--- config.mk ---
export PLATFORM = sky130hd
export DESIGN_NAME = sync_updown_counter_flat
export DESIGN_NICKNAME = d
export VERILOG_FILES = /design/src/rtl/sync_updown_counter_pkg.sv /design/src/rtl/sync_updown_counter_if.sv /design/src/rtl/sync_updown_counter_next_state.sv /design/src/rtl/sync_updown_counter.sv /design/src/flat_wrapper.sv
export SDC_FILE = /design/constraint.sdc
export NUM_CORES = 1
export LEC_CHECK = 0
export BUFFER_PORTS_ARGS = -buffer_cell sky130_fd_sc_hd__buf_2
export CORE_UTILIZATION = 53
export DETAILED_ROUTE_END_ITERATION = 10
export GPL_TIMING_DRIVEN = 0
export HOLD_SLACK_MARGIN = 0.08
export PLACE_DENSITY = 0.88
export SYNTH_ARGS = -nofsm -noshare
export SYNTH_HDL_FRONTEND = slang
export SYNTH_HIERARCHICAL = 1
export SYNTH_SLANG_ARGS = --single-unit
--- constraint.sdc ---
create_clock -name clk -period 5.7 [get_ports clk]
set_input_delay 0.285 -clock clk [delete_from_list [all_inputs] [get_ports clk]]
set_output_delay 0.285 -clock clk [all_outputs]
set_load 0.05 [all_outputs]
--- src/rtl/sync_updown_counter_pkg.sv ---
// Shared constants and the next-count rule for the up/down counter family.
// The rule is written once here so every width of counter steps identically.
package sync_updown_counter_pkg;

    localparam logic DIR_UP    = 1'b1;
    localparam logic DIR_DOWN  = 1'b0;
    localparam logic MODE_WRAP = 1'b0;
    localparam logic MODE_SAT  = 1'b1;

    localparam int MAX_WIDTH = 32;

    typedef struct packed {
        logic [MAX_WIDTH-1:0] value;
        logic                 wrap;
    } count_step_t;

    // Out-of-range values (q > modulus) are pulled back into 0..modulus
    // rather than being allowed to run on to the natural binary overflow.
    function automatic count_step_t next_count(
        input logic [MAX_WIDTH-1:0] q,
        input logic [MAX_WIDTH-1:0] modulus,
        input logic                 up_dn,
        input logic                 sat_mode
    );
        count_step_t res;
        res.value = q;
        res.wrap  = 1'b0;
        if (up_dn == DIR_UP) begin
            if (q < modulus) begin
                res.value = q + 1'b1;
            end else if (sat_mode == MODE_SAT) begin
                res.value = modulus;
            end else begin
                res.value = '0;
                res.wrap  = 1'b1;
            end
        end else begin
            if (q > modulus) begin
                res.value = modulus;
            end else if (q != '0) begin
                res.value = q - 1'b1;
            end else if (sat_mode == MODE_WRAP) begin
                res.value = modulus;
                res.wrap  = 1'b1;
            end
        end
        return res;
    endfunction

endpackage

--- src/rtl/sync_updown_counter_if.sv ---
// Control and status bundle of one counter stage; clk/reset travel separately.
interface sync_updown_counter_if #(
    parameter int WIDTH = 4
);
    logic             en;
    logic             up_dn;
    logic             load;
    logic [WIDTH-1:0] load_val;
    logic [WIDTH-1:0] modulus;
    logic             sat_mode;
    logic [WIDTH-1:0] q_out;
    logic [WIDTH-1:0] qbar_out;
    logic             tc;
    logic             wrap_pulse;

    modport master (
        output en, up_dn, load, load_val, modulus, sat_mode,
        input  q_out, qbar_out, tc, wrap_pulse
    );

    modport slave (
        input  en, up_dn, load, load_val, modulus, sat_mode,
        output q_out, qbar_out, tc, wrap_pulse
    );
endinterface

--- src/rtl/sync_updown_counter_next_state.sv ---
// Combinational counting step: next count value and wrap flag for one enabled edge.
module sync_updown_counter_next_state
    import sync_updown_counter_pkg::*;
#(
    parameter int WIDTH = 4
) (
    input  logic [WIDTH-1:0] q,
    input  logic [WIDTH-1:0] modulus,
    input  logic             up_dn,
    input  logic             sat_mode,
    output logic [WIDTH-1:0] next_q,
    output logic             wrap
);

    count_step_t step;
    logic        unused_step_hi;

    always_comb begin
        step = next_count(MAX_WIDTH'(q), MAX_WIDTH'(modulus), up_dn, sat_mode);
    end

    // The result never exceeds modulus, so the bits above WIDTH are always zero.
    assign next_q         = step.value[WIDTH-1:0];
    assign wrap           = step.wrap;
    assign unused_step_hi = ^step.value;

endmodule

--- src/rtl/sync_updown_counter.sv ---
// Parametrised synchronous up/down counter with load, modulus, wrap/saturate
// mode, terminal count for cascading and a registered wrap pulse.
module sync_updown_counter #(
    parameter int               WIDTH     = 4,
    parameter logic [WIDTH-1:0] RESET_VAL = '0
) (
    input logic                 clk,
    input logic                 reset,
    sync_updown_counter_if.slave bus
);

    logic [WIDTH-1:0] count_q;
    logic [WIDTH-1:0] count_d;
    logic             wrap_pulse_q;
    logic             wrap_pulse_d;
    logic [WIDTH-1:0] step_q;
    logic             step_wrap;

    sync_updown_counter_next_state #(
        .WIDTH(WIDTH)
    ) u_next_state (
        .q        (count_q),
        .modulus  (bus.modulus),
        .up_dn    (bus.up_dn),
        .sat_mode (bus.sat_mode),
        .next_q   (step_q),
        .wrap     (step_wrap)
    );

    // Load beats counting; reset is applied on top of this in the register.
    always_comb begin
        count_d      = count_q;
        wrap_pulse_d = 1'b0;
        if (bus.load) begin
            count_d = bus.load_val;
        end else if (bus.en) begin
            count_d      = step_q;
            wrap_pulse_d = step_wrap;
        end
    end

    always_ff @(posedge clk) begin
        if (reset) begin
            count_q      <= RESET_VAL;
            wrap_pulse_q <= 1'b0;
        end else begin
            count_q      <= count_d;
            wrap_pulse_q <= wrap_pulse_d;
        end
    end

    assign bus.q_out      = count_q;
    assign bus.qbar_out   = ~count_q;
    assign bus.wrap_pulse = wrap_pulse_q;
    assign bus.tc         = bus.en & ((bus.up_dn & (count_q == bus.modulus)) |
                                      (~bus.up_dn & (count_q == '0)));

endmodule

--- src/flat_wrapper.sv ---
// flat-port wrapper written by rule: the top's interface ports become plain ports
module sync_updown_counter_flat 
#(
    parameter int               WIDTH     = 4,
    parameter logic [WIDTH-1:0] RESET_VAL = '0
)
  (clk, reset, bus_en, bus_up_dn, bus_load, bus_load_val, bus_modulus, bus_sat_mode, bus_q_out, bus_qbar_out, bus_tc, bus_wrap_pulse);
  sync_updown_counter_if #(.WIDTH(WIDTH)) bus_i ();
  input logic clk;
  input logic reset;
  input wire logic [$bits(bus_i.en)-1:0] bus_en;
  input wire logic [$bits(bus_i.up_dn)-1:0] bus_up_dn;
  input wire logic [$bits(bus_i.load)-1:0] bus_load;
  input wire logic [$bits(bus_i.load_val)-1:0] bus_load_val;
  input wire logic [$bits(bus_i.modulus)-1:0] bus_modulus;
  input wire logic [$bits(bus_i.sat_mode)-1:0] bus_sat_mode;
  output wire logic [$bits(bus_i.q_out)-1:0] bus_q_out;
  output wire logic [$bits(bus_i.qbar_out)-1:0] bus_qbar_out;
  output wire logic [$bits(bus_i.tc)-1:0] bus_tc;
  output wire logic [$bits(bus_i.wrap_pulse)-1:0] bus_wrap_pulse;
  assign bus_i.en = bus_en;
  assign bus_i.up_dn = bus_up_dn;
  assign bus_i.load = bus_load;
  assign bus_i.load_val = bus_load_val;
  assign bus_i.modulus = bus_modulus;
  assign bus_i.sat_mode = bus_sat_mode;
  assign bus_q_out = bus_i.q_out;
  assign bus_qbar_out = bus_i.qbar_out;
  assign bus_tc = bus_i.tc;
  assign bus_wrap_pulse = bus_i.wrap_pulse;
  sync_updown_counter #(.WIDTH(WIDTH), .RESET_VAL(RESET_VAL)) u_core (.clk(clk), .reset(reset), .bus(bus_i));
endmodule
==> metrics.md <==
| Metric | Value |
|---|---|
| Routed length per instance | 13.7 um |
| Drt first pass iters | 4 |
| Vias in the first global route | ~700 |
| Minimum clock period | about 2500 ps |
| CTS H-Tree Depth | 1 |
| Resize count post-CTS | 0 |
| Design area | roughly 870 sq um |
| Fin worst setup slack | 3160 ps |
| CTS tree | yes |
| Worst R2R Start | u_core/bus.q_out[0] |
| Yosys top cell area share | 0.139 |
| Largest area contributor in the synthesized netlist | dfxtp_1 |
| Power Density | 220 mW/mm^2 |
| Top Layer Used | met3 |
| Leading register cell type out of synthesis | dfxtp_1 |
| Root Driver | clkbuf_4 |
| DRT iter0 DRCs | between 50 and 60 |
| CTS max path bufs | 2 |
| Peak supply drop | a little over 0.2 mV |
| DIE WIDTH | roughly 39 um |
| Worst Max-Slew Pin Slew | 418 ps |
| Min-Delay Startpoint | reset |
| Placed instance area | roughly 850 sq um |
| Commonest non-fill, non-tap cell in the layout | buf_2 |
| Setup TNS | 0 ps |
| Crit Path Max Fanout | 11 |
| Grt ovf | 0 |
| CTS Buf Count | 3 |
| Worst Skew | 4.34 ps |
| Final worst path period share | 0.446 |
| Die area | 0.00151 sq mm |
| Met3 wire length | between 100 and 150 um |
| Max Cap Viol | 0 |
| Synth Instances | between 90 and 100 |
| N_diodes | 0 |
| Vias | about 800 |
| DR DRC count | 0 |
| Number of synthesized register bits | 5 |
| CP max stage cell | dfxtp_1 |
| F_max | 0.393 GHz |
| CTS sink cnt | 5 |
| # fillers | 95 |
| Crit-path max cell delay | around 570 ps |
| Top cells by area, synth | dfxtp_1 (14%), ha_1 (10%), xor2_1 (7.3%) |
| Share of cells above drive strength 1 | 0.264 |
| Final Hold Fails | 0 |
| Asr flop ratio synth | 0 |
| Setup crit start kind | register |
| Lkg Pwr | 0.472 nW |
| Final wirelength | between 1.5 and 2 mm |
| Worst-path clk slew | about 50 ps |
| Pins Over Slew Limit | 0 |
| Crit. Startpoint | u_core/bus.q_out[0] |
| Wire length on met2 | 897 um |
| Status | complete, no violations |
| Pre-CTS WS | 3190 ps |
| Synthesized area per cell | 7.59 sq um |
| Vias/cell | slightly above 6 |
| Area of the core | about 0.0012 sq mm |
| Clk_lat worst skew | approximately 250 ps |
| Crit end category | register |
| Antenna violations before repair | 0 |
| Slew HR | 0.719 |
| Commonest cells after routing, fill and taps aside | buf_2 (24), inv_1 (11), nor2_1 (8) |
| Initial core utilization | 0.608 |
| All-Layer GR Usage | 0.278 |
| Cts hold-fix bufs | 0 |
| Met1 wire length | 811 um |
| Sequential fraction of the synthesis area | 0.139 |
| Fin nets | approximately 140 |
| Crit path cell chain | inv_1 > ha_1 > nor2b_1 > o211ai_1 > a21boi_0 > o21bai_1 > a22o_1 > mux2_2 > mux2i_1 > nor2_1 |
| Hold WS | 261 ps |
| WP data required | just under 6000 ps |
| Power Total | approximately 0.19 mW |
| Post-route ant nets | 0 |
| Gpl congestion | approximately 0.89 |
| Post-CTS Setup Inserts | 0 |
| Largest net degree at the start of global routing | 13 |
| Ports | 24 |
| Syn_nets | between 100 and 150 |
| Worst min-delay path category | in2reg |
| Setup-failing EPs final | 0 |
| Final HPWL DP | around 1.4 mm |
| Die height | 38.9 um |
| Port Buf Inserts | 22 |
| EDFF count, synth | 0 |
| Row count | 12 |
| Synth cell types | 37 |
| WS Path Type | reg2reg |
| Signal arrival time at the worst endpoint | 2680 ps |
| RSZ-0062 raised after global routing | false |
| Syn-to-layout area delta | 21.4% |
| Mapped cell area | slightly above 700 sq um |
| Synth warn | 6 |
| First-pass GRT wire length | roughly 2.9 mm |
==> cells in the mapped netlist, types with 2 or more instances <==
cell	n
a21oi_1	7
a22o_1	3
a22oi_1	2
buf_2	2
dfxtp_1	5
ha_1	6
inv_1	11
mux2_2	3
mux2i_1	5
nand2_1	6
nand3_1	2
nor2_1	8
nor2b_1	2
nor3_1	2
o211a_1	2
o21ai_0	3
xor2_1	6
==> registers in the layout, indices dropped and copies added (netlist names) <==
name	cells
u_core/bus.q_out	4
u_core/bus.wrap_pulse	1
==> metrics by stage <==
step,std cells,util
5_1_grt,135,0.737
2_1_floorplan,95,-
3_3_place_gp,131,0.715
4_1_cts,135,0.737
3_5_place_dp,131,0.715
6_report,135,0.737
==> layout make-up <==
cell class / instances / area (sq um) / area share
inverter: 11 / 41.3 / 0.0472
clock buffer: 4 / 26.3 / 0.0300
buffer: 3 / 13.8 / 0.0157
timing repair buffer: 22 / 110 / 0.126
multi-input combinational: 76 / 566 / 0.647
sequential: 5 / 100 / 0.114
tap: 14 / 17.5 / 0.0200
==> metal layers <==
layer	vias to the layer above	GRT usage
met2	46	0.483
met3	0	0.0983
met4	0	0.0690
met1	371	0.319
met5	-	0
li1	398	-
==> power breakdown <==
part | internal, mW | switching, mW | leakage (nW)
sequential | 0.0378 | 0.00844 | 0.0412
combinational | 0.0408 | 0.0627 | 0.416
clock | 0.0265 | 0.0158 | 0.0150
total | 0.105 | 0.0869 | 0.472
==> worst paths after layout <==
check | endpoint | slack, ps | cells after the start
max reg2reg | u_core/bus.q_out[0] | 3160 | 10
max | u_core/bus.q_out[0] | 3160 | 10
min | u_core/bus.q_out[3] | 260 | 2
min reg2reg | u_core/bus.q_out[3] | 930 | 3
==> worst max-delay path, delay by kind of cell (launching register included) <==
kind / cells / cell delay (ps)
AO/OA/AOI/OAI: 4 / 900
flip-flops: 1 / 570
multiplexers: 2 / 390
adder cells (fa/ha/maj): 1 / 230
AND/OR/NAND/NOR: 2 / 200
buffers and inverters: 1 / 150
==> cells by family (layout without fill, tap and decap cells) <==
kind of cell | after synthesis | after routing | share of synthesized area
AO/OA/AOI/OAI | 28 | 28 | 0.286
XOR/XNOR | 6 | 6 | 0.0729
buffers and inverters | 14 | 40 | 0.0764
AND/OR/NAND/NOR | 27 | 27 | 0.189
flip-flops | 5 | 5 | 0.139
adder cells (fa/ha/maj) | 6 | 6 | 0.104
multiplexers | 9 | 9 | 0.132
Note: power is estimated with default switching activity, not from simulation.
